[src/rtl/native_dec_pkg.sv]
// Shared definitions for the AUX native request decoder.
//   state_e      : decoder FSM states
//   CMD_WR/CMD_RD: command nibbles found in byte[7:4] of the first byte
//   ERR_*        : values reported on native_err_code
//   CMD_ENC_*    : 2-bit command encodings presented on native_cmd
package native_dec_pkg;

    localparam int DEF_MAX_DATA_BYTES = 16;

    typedef enum logic [2:0] {
        IDLE,
        ADDR_M,
        ADDR_L,
        LEN,
        DATA,
        END,
        DRAIN
    } state_e;

    localparam logic [3:0] CMD_WR = 4'b1000;
    localparam logic [3:0] CMD_RD = 4'b1001;

    localparam logic [1:0] ERR_BAD_CMD = 2'b00;
    localparam logic [1:0] ERR_BAD_LEN = 2'b01;
    localparam logic [1:0] ERR_SHORT   = 2'b10;
    localparam logic [1:0] ERR_LONG    = 2'b11;

    localparam logic [1:0] CMD_ENC_WR = 2'b00;
    localparam logic [1:0] CMD_ENC_RD = 2'b01;

    // Only native write and read requests are decoded by this block.
    function automatic logic is_native_cmd(input logic [3:0] nibble);
        return (nibble == CMD_WR) || (nibble == CMD_RD);
    endfunction

endpackage

[src/rtl/native_message_decoder.sv]
// Parses one AUX native request per contiguous burst of phy_native_rx_vld:
// {CMD|ADDR[19:16]}, ADDR[15:8], ADDR[7:0], LEN, then LEN+1 data bytes for
// writes. All outputs are registered, one cycle behind the causing input.
//   clk, rst                      : clock, synchronous active-high reset
//   phy_native_rx_byte/_vld       : received byte stream from the PHY
//   native_cmd/address/len        : decoded header, held until next header
//   native_hdr_vld                : 1-cycle header strobe
//   native_wr_data/_vld           : write payload byte and strobe
//   native_msg_done/_err          : exactly one of these per message
//   native_err_code               : reason for the last error, held
module native_message_decoder
    import native_dec_pkg::*;
#(
    parameter int MAX_DATA_BYTES = DEF_MAX_DATA_BYTES
) (
    input  logic        clk,
    input  logic        rst,
    input  logic [7:0]  phy_native_rx_byte,
    input  logic        phy_native_rx_vld,
    output logic [1:0]  native_cmd,
    output logic [19:0] native_address,
    output logic [7:0]  native_len,
    output logic        native_hdr_vld,
    output logic [7:0]  native_wr_data,
    output logic        native_wr_data_vld,
    output logic        native_msg_done,
    output logic        native_msg_err,
    output logic [1:0]  native_err_code
);

    localparam int CNT_W = $clog2(MAX_DATA_BYTES) + 1;

    state_e             state_q, state_d;
    logic [CNT_W-1:0]   cnt_q, cnt_d;

    // Header fields are collected here first so the visible cmd/address
    // only change together with native_hdr_vld.
    logic [1:0]         cmd_sh_q, cmd_sh_d;
    logic [19:0]        addr_sh_q, addr_sh_d;

    logic [1:0]         cmd_q, cmd_d;
    logic [19:0]        addr_q, addr_d;
    logic [7:0]         len_q, len_d;
    logic               hdr_vld_q, hdr_vld_d;
    logic [7:0]         wr_data_q, wr_data_d;
    logic               wr_data_vld_q, wr_data_vld_d;
    logic               done_q, done_d;
    logic               err_q, err_d;
    logic [1:0]         err_code_q, err_code_d;

    always_ff @(posedge clk) begin
        if (rst) begin
            state_q       <= IDLE;
            cnt_q         <= '0;
            cmd_sh_q      <= '0;
            addr_sh_q     <= '0;
            cmd_q         <= '0;
            addr_q        <= '0;
            len_q         <= '0;
            hdr_vld_q     <= 1'b0;
            wr_data_q     <= '0;
            wr_data_vld_q <= 1'b0;
            done_q        <= 1'b0;
            err_q         <= 1'b0;
            err_code_q    <= '0;
        end else begin
            state_q       <= state_d;
            cnt_q         <= cnt_d;
            cmd_sh_q      <= cmd_sh_d;
            addr_sh_q     <= addr_sh_d;
            cmd_q         <= cmd_d;
            addr_q        <= addr_d;
            len_q         <= len_d;
            hdr_vld_q     <= hdr_vld_d;
            wr_data_q     <= wr_data_d;
            wr_data_vld_q <= wr_data_vld_d;
            done_q        <= done_d;
            err_q         <= err_d;
            err_code_q    <= err_code_d;
        end
    end

    always_comb begin
        state_d       = state_q;
        cnt_d         = cnt_q;
        cmd_sh_d      = cmd_sh_q;
        addr_sh_d     = addr_sh_q;
        cmd_d         = cmd_q;
        addr_d        = addr_q;
        len_d         = len_q;
        hdr_vld_d     = 1'b0;
        wr_data_d     = wr_data_q;
        wr_data_vld_d = 1'b0;
        done_d        = 1'b0;
        err_d         = 1'b0;
        err_code_d    = err_code_q;

        unique case (state_q)
            IDLE: begin
                if (phy_native_rx_vld) begin
                    if (is_native_cmd(phy_native_rx_byte[7:4])) begin
                        cmd_sh_d         = (phy_native_rx_byte[7:4] == CMD_WR) ? CMD_ENC_WR : CMD_ENC_RD;
                        addr_sh_d[19:16] = phy_native_rx_byte[3:0];
                        state_d          = ADDR_M;
                    end else begin
                        err_d      = 1'b1;
                        err_code_d = ERR_BAD_CMD;
                        state_d    = DRAIN;
                    end
                end
            end
            ADDR_M, ADDR_L: begin
                if (phy_native_rx_vld) begin
                    if (state_q == ADDR_M) begin
                        addr_sh_d[15:8] = phy_native_rx_byte;
                        state_d         = ADDR_L;
                    end else begin
                        addr_sh_d[7:0] = phy_native_rx_byte;
                        state_d        = LEN;
                    end
                end else begin
                    err_d      = 1'b1;
                    err_code_d = ERR_SHORT;
                    state_d    = IDLE;
                end
            end
            LEN: begin
                if (!phy_native_rx_vld) begin
                    err_d      = 1'b1;
                    err_code_d = ERR_SHORT;
                    state_d    = IDLE;
                end else if (int'(phy_native_rx_byte) > MAX_DATA_BYTES - 1) begin
                    err_d      = 1'b1;
                    err_code_d = ERR_BAD_LEN;
                    state_d    = DRAIN;
                end else begin
                    cmd_d     = cmd_sh_q;
                    addr_d    = addr_sh_q;
                    len_d     = phy_native_rx_byte;
                    hdr_vld_d = 1'b1;
                    cnt_d     = '0;
                    state_d   = (cmd_sh_q == CMD_ENC_WR) ? DATA : END;
                end
            end
            DATA: begin
                if (phy_native_rx_vld) begin
                    wr_data_d     = phy_native_rx_byte;
                    wr_data_vld_d = 1'b1;
                    cnt_d         = cnt_q + CNT_W'(1);
                    // LEN is bytes-1, so the byte taken at cnt == len is the last.
                    if (cnt_q == CNT_W'(len_q)) begin
                        state_d = END;
                    end
                end else begin
                    err_d      = 1'b1;
                    err_code_d = ERR_SHORT;
                    state_d    = IDLE;
                end
            end
            END: begin
                if (phy_native_rx_vld) begin
                    err_d      = 1'b1;
                    err_code_d = ERR_LONG;
                    state_d    = DRAIN;
                end else begin
                    done_d  = 1'b1;
                    state_d = IDLE;
                end
            end
            DRAIN: begin
                if (!phy_native_rx_vld) begin
                    state_d = IDLE;
                end
            end
            default: state_d = IDLE;
        endcase
    end

    assign native_cmd         = cmd_q;
    assign native_address     = addr_q;
    assign native_len         = len_q;
    assign native_hdr_vld     = hdr_vld_q;
    assign native_wr_data     = wr_data_q;
    assign native_wr_data_vld = wr_data_vld_q;
    assign native_msg_done    = done_q;
    assign native_msg_err     = err_q;
    assign native_err_code    = err_code_q;

endmodule

[config.mk]
export PLATFORM = sky130hd
export DESIGN_NAME = native_message_decoder
export DESIGN_NICKNAME = d
export VERILOG_FILES = /design/src/rtl/native_dec_pkg.sv /design/src/rtl/native_message_decoder.sv
export SDC_FILE = /design/constraint.sdc
export NUM_CORES = 1
export LEC_CHECK = 0
export ABC_CLOCK_PERIOD_IN_PS = 2000
export CAP_MARGIN = 20
export CORE_ASPECT_RATIO = 0.9
export CORE_MARGIN = 2
export CORE_UTILIZATION = 51
export DETAILED_ROUTE_END_ITERATION = 10
export PLACE_DENSITY = 0.76
export SLEW_MARGIN = 20
export SYNTH_ARGS = -nofsm -noshare
export SYNTH_HDL_FRONTEND = slang
export SYNTH_SLANG_ARGS = --single-unit
[constraint.sdc]
create_clock -name clk -period 2 [get_ports clk]
set_clock_uncertainty 0.1 [all_clocks]
set_input_delay 0.2 -clock clk [delete_from_list [all_inputs] [get_ports clk]]
set_output_delay 0.2 -clock clk [all_outputs]
set_load 0.02 [all_outputs]
==> run metrics, run 1 <==
Num CTS Buffers 9; met2 WL post-DR 3257 um; largest net degree at the start of global routing 30; cts hold-fix bufs 0; Crit Path Max Fanout 5; Synth Area in Compound Gates 0.1346; yosys warns 0; port bufs 53; H-tree depth 3; Synth top cells by count nand2_1, dfxtp_1, a21oi_1, nor2_1, clkbuf_1; met1 WL about 3100 um; nets 422; max-slew violation count 0; Critical Path AT 2.06 ns; Std-Cell Rows 25; Die W a little over 80 um; DP Wirelength 4876 um; ys async rst share 0; Unique masters post-synth 43; CTS clock-pin slew for the worst setup and hold paths 0.07 ns; pin slew with the least headroom to its limit about 0.52 ns; Crit. End Element flop; peak supply drop 0.5197 mV; top-count cell post-synth nand2_1; endpoints failing hold 0; Synth Area per Inst between 8 and 9 um2; Antenna Violating Nets Remaining 0; final setup TNS 0 ns; mux cell area share after synthesis 0.04910; WL per Instance roughly 14 um; Clock Latency Late Sink 0.34 ns; largest family of logic cells by synthesized area simple AND/OR/NAND/NOR gates; Synth Net Count 353; clk sinks 72; Final period util 0.9662; area growth from synthesis to layout 32.84%; RD Place Congestion 0.8135; Layout Utilization 0.7129; fmax 0.5175 GHz; vias post-DR 2573; clk buf depth 2; number of global-route vias before repair 2371; LEAKAGE 1.395 nW; FF+latch count, synth between 70 and 80; # DRC 0; Simple-Gate Fraction of Synth Area 0.2372; die footprint 6212 um2; Max-slew headroom 0.6527; Remaining Overflow, GRT 0; routed wire length 6866 um; metal3 WL 373 um; Avg Vias per Cell 5.349; drt pass-1 iters 4; power per cell area 768.5 nW/um2; global-route wire length before repair 11180 um; EDFF count, synth 0; hold crit path type primary input to flop; Synth area leader dfxtp_1; main area contributors after synthesis dfxtp_1, nand2_1, a21oi_1, mux2i_1, nor2_1; Gate Count Post-Synth 341; total power 0.002913 W; Initial Utilization 0.5367; Worst Path Required 2.13 ns; crit path launch type primary input; worst setup path class primary input to flop; Inserted Diodes 0; run status complete, no violations; MaxCap Viol Count 0; post-synth top area share 0.5050; TritonCTS clock tree done; Post-Syn Area 2854 um2; area share of xor/xnor cells in the synthesized design 0.02762; initial antenna violation count 0; Tot GR Track Use 0.2312; Post-Synth Adder-Cell Area 0.004384; post-synthesis sequential area ratio 0.5050; clk root buf clkbuf_8; IO Pins 55; Core ar. 5318 um2; DIE HEIGHT 74.97 um; Final setup viols 0; RSZ-0062 raised after global routing no; Top Metal Used met4; fin crit period a little under 2 ns; initial DRC count between 200 and 250; proportion of layout cells with a drive suffix above 1 0.1208; ys flop type dfxtp_1
## kinds of logic (layout without fill, tap and decap cells)
| family | Yosys count | in the layout |
|---|---|---|
| xor gates and xnor gates | 9 | 9 |
| other | 1 | 1 |
| buffers and inverters | 26 | 99 |
| and+or+nand+nor | 151 | 151 |
| DFF | 72 | 72 |
| AOI/OAI and AO/OA | 67 | 67 |
| adders and majority gates | 1 | 1 |
| muxes | 14 | 14 |
## metal layers
layer  vias to the layer above  global-route usage
met5                         -                   0
met4                         0             0.08561
met3                        11             0.06469
met2                        91              0.3835
met1                      1189              0.2949
li1                       1282                   -
## power by group
part           switching [W]  internal (W)
Combinational       0.000211      0.000174
Sequential         0.0000405       0.00147
Clock               0.000508      0.000507
## timing repair
action	4_1_cts	5_1_grt
setup buffers	0	0
resized for setup	0	2
hold endpoints to repair	0	0
endpoints found under the setup margin	0	8
## cell usage in the layout, fill, tap and decap left out, types with 3 or more instances in the layout
master	synthesis	routed
xnor2_1	6	6
nor2_1	24	24
clkdlybuf4s50_1	0	51
a21oi_1	49	49
nor2b_1	3	3
dfxtp_1	72	72
nand2_1	91	91
clkbuf_8	0	11
nor3_1	6	5
xor2_1	3	3
mux2i_1	14	14
nand2b_1	3	3
buf_4	1	27
and2_1	6	6
nand4_1	3	3
o21ai_0	3	3
## area by class of cell
cell class                 count  area [um2]
fill                         420        1526
sequential                    72        1441
multi-input combinational    243        1308
timing repair buffer          83       782.0
clock buffer                  12       155.1
tap                           67       83.83
clock inverter                 3       17.52
inverter                       1       3.754
## worst max-delay path, cell delays in order
cell and delay (ns):
clkdlybuf4s50_1 0.48, or3b_1 0.43, or4_1 0.67, mux2i_1 0.23, nor2_1 0.05
## registers in the layout, indices dropped and copies added, names as in the netlist
| name | flops |
|---|---|
| addr_sh_q | 20 |
| native_err_code | 2 |
| state_q | 3 |
| native_wr_data_vld | 1 |
| native_len | 8 |
| native_address | 20 |
| native_cmd | 1 |
| cmd_sh_q | 1 |
| native_msg_done | 1 |
| native_wr_data | 8 |
| native_msg_err | 1 |
| native_hdr_vld | 1 |
| cnt_q | 5 |
## worst paths after layout
| path | startpoint | endpoint | slack, ns | cells after the start |
|---|---|---|---|---|
| max reg2reg | state_q[0]$_SDFFE_PP0P_ | cnt_q[0]$_SDFFE_PP0P_ | 0.22 | 5 |
| max | phy_native_rx_byte[5] | addr_sh_q[17]$_SDFFE_PP0P_ | 0.07 | 5 |
| min | rst | native_wr_data_vld$_SDFF_PP0_ | 0.21 | 2 |
| min reg2reg | addr_sh_q[9]$_SDFFE_PP0P_ | native_address[9]$_SDFFE_PP0P_ | 0.35 | 2 |
## stage by stage
| stage | hold slack (ns) | setup WS (ns) | cells | instance area (um2) |
|---|---|---|---|---|
| 2_1_floorplan | 0.2360 | 0.2169 | 341 | 2854 |
| 3_3_place_gp | 0.3363 | -0.2745 | 466 | 3612 |
| 3_5_place_dp | 0.3427 | -0.3339 | 466 | 3612 |
| 4_1_cts | 0.1942 | 0.02608 | 481 | 3785 |
| 5_1_grt | 0.2181 | 0.009350 | 481 | 3791 |
| 6_report | 0.2144 | 0.06754 | 481 | 3791 |
Power figures use the tool's default switching activity.
==> run 2, diff against run 1 <==
- ABC_CLOCK_PERIOD_IN_PS: 2000 -> 2340
- CORE_UTILIZATION: 51 -> 55
- PLACE_DENSITY: 0.76 -> 0.81
- SKIP_CTS_REPAIR_TIMING: default -> 1
- clock period: 2 -> 2.34 ns (I/O delays scaled with it)
==> run metrics, run 2 (same netlist as run 1, synthesis figures left out) <==
drt pass-1 iters 4; most frequent cells in the layout nand2_1, dfxtp_1, clkdlybuf4s50_1, a21oi_1, nor2_1; DP Wirelength around 4600 um; CP endpoint native_address[9]$_SDFFE_PP0P_; pre-CTS WS -0.06475 ns; Worst Path Required 2.51 ns; met1 global-route usage 0.3455; r2r setup slk approximately 0.33 ns; DIE HEIGHT about 72 um; port bufs 53; vias post-DR 2577; run status complete, no violations; proportion of layout cells with a drive suffix above 1 0.1059; GR peak layer met2; fmax 0.4817 GHz; Critical Path AT 2.24 ns; IO Pins 55; Inserted Diodes 0; die footprint 5782 um2; Clock Latency Late Sink 0.34 ns; TritonCTS clock tree done; Layout Utilization 0.7612; Std-Cell Rows 24; clk sinks 72; FF-to-FF End cnt_q[4]$_SDFFE_PP0P_; CTS clock-pin slew for the worst setup and hold paths 0.07 ns; # DRC 0; Tot GR Track Use 0.2608; max-slew violation count 0; RSZ-0062 raised after global routing no; routed wire length 6812 um; global-route wire length before repair 11540 um; Die W 79.93 um; Remaining Overflow, GRT 0; LEAKAGE 1.356 nW; WL per Instance 14.46 um; Final WS setup between 0.2 and 0.3 ns; endpoints failing hold 0; clk buf depth 2; CP Launch Point phy_native_rx_byte[7]; Final setup viols 0; H-tree depth 3; Placement Cell Area 3542 um2; area growth from synthesis to layout 31.35%; met3 usage 0.09328; grt met2 use 0.4083; depth of the most critical reg-to-reg path 4; fillers about 350; number of global-route vias before repair 2449; hold crit path type primary input to flop; RD Place Congestion 0.8020; crit path launch type primary input; initial DRC count 207; initial antenna violation count 0; post-route cell area 3749 um2; fin crit period 2.076 ns; Core ar. ~4900 um2; Crit Path Max Fanout 21; Avg Vias per Cell 5.471; commonest non-fill, non-tap cell in the layout nand2_1; Antenna Violating Nets Remaining 0; MaxCap Viol Count 0; Final period util 0.8872; Max-slew headroom 0.5525; largest net degree at the start of global routing 37; peak supply drop slightly above 0.6 mV; clk root buf clkbuf_8; power per cell area 693.1 nW/um2; worst setup path class primary input to flop; nets between 400 and 500; pin slew with the least headroom to its limit 0.6618 ns; Crit. End Element flop; Num CTS Buffers 9; Initial Utilization 0.5795; r2r startpoint state_q[2]$_SDFFE_PP0P_
run 2: worst min-delay path by stage:
stage,start,to,slack (ns),cells past startpoint
2_1_floorplan,phy_native_rx_byte[0],addr_sh_q[0]$_SDFFE_PP0P_,0.27,2
3_3_place_gp,addr_sh_q[10]$_SDFFE_PP0P_,native_address[10]$_SDFFE_PP0P_,0.34,2
3_5_place_dp,addr_sh_q[2]$_SDFFE_PP0P_,native_address[2]$_SDFFE_PP0P_,0.34,2
4_1_cts,rst,native_hdr_vld$_SDFF_PP0_,0.30,2
5_1_grt,rst,native_hdr_vld$_SDFF_PP0_,0.32,2
6_report,rst,cmd_sh_q[0]$_SDFFE_PP0P_,0.31,2
run 2: per-layer routing:
metal / up-vias / part of all wire
met4: 0 / 0.011
li1: 1268 / -
met5: - / 0
met3: 9 / 0.082
met1: 1199 / 0.45
met2: 101 / 0.46
run 2: layout make-up:
type,instances,area [um2],share of cell area
clock inverters,5,55.05,0.01469
clock buffers,11,151.4,0.04039
well taps,65,81.33,0.02170
multi-input cells,243,1308,0.3488
repair buffers,74,708.2,0.1889
flip-flops and latches,72,1441,0.3845
inverters,1,3.754,0.001001
run 2: worst max-delay path: stages:
cell and delay, ns:
clkdlybuf4s50_1 0.48, or4_4 0.56, buf_4 0.17, nor3_2 0.27, buf_4 0.31, nand2_1 0.09
a21oi_1 0.13
run 2: where the power goes:
part,leakage (nW),internal (W),switching [W]
Sequential,0.582,0.00126,0.0000461
Clock,0.101,0.000546,0.000445
Combinational,0.672,0.000137,0.000164
run 2: stage by stage:
| stage | hold slack [ns] | power, W | TNS, ns | std cells |
|---|---|---|---|---|
| finish | 0.3142 | 0.002598 | 0 | 471 |
| global route | 0.3229 | 0.002695 | 0 | 471 |
| CTS | 0.3039 | 0.002608 | 0 | 471 |
| detailed placement | 0.3416 | 0.001629 | -0.7690 | 455 |
| global placement | 0.3375 | 0.001623 | 0 | 455 |
| floorplan | 0.2700 | 0.001507 | 0 | 341 |
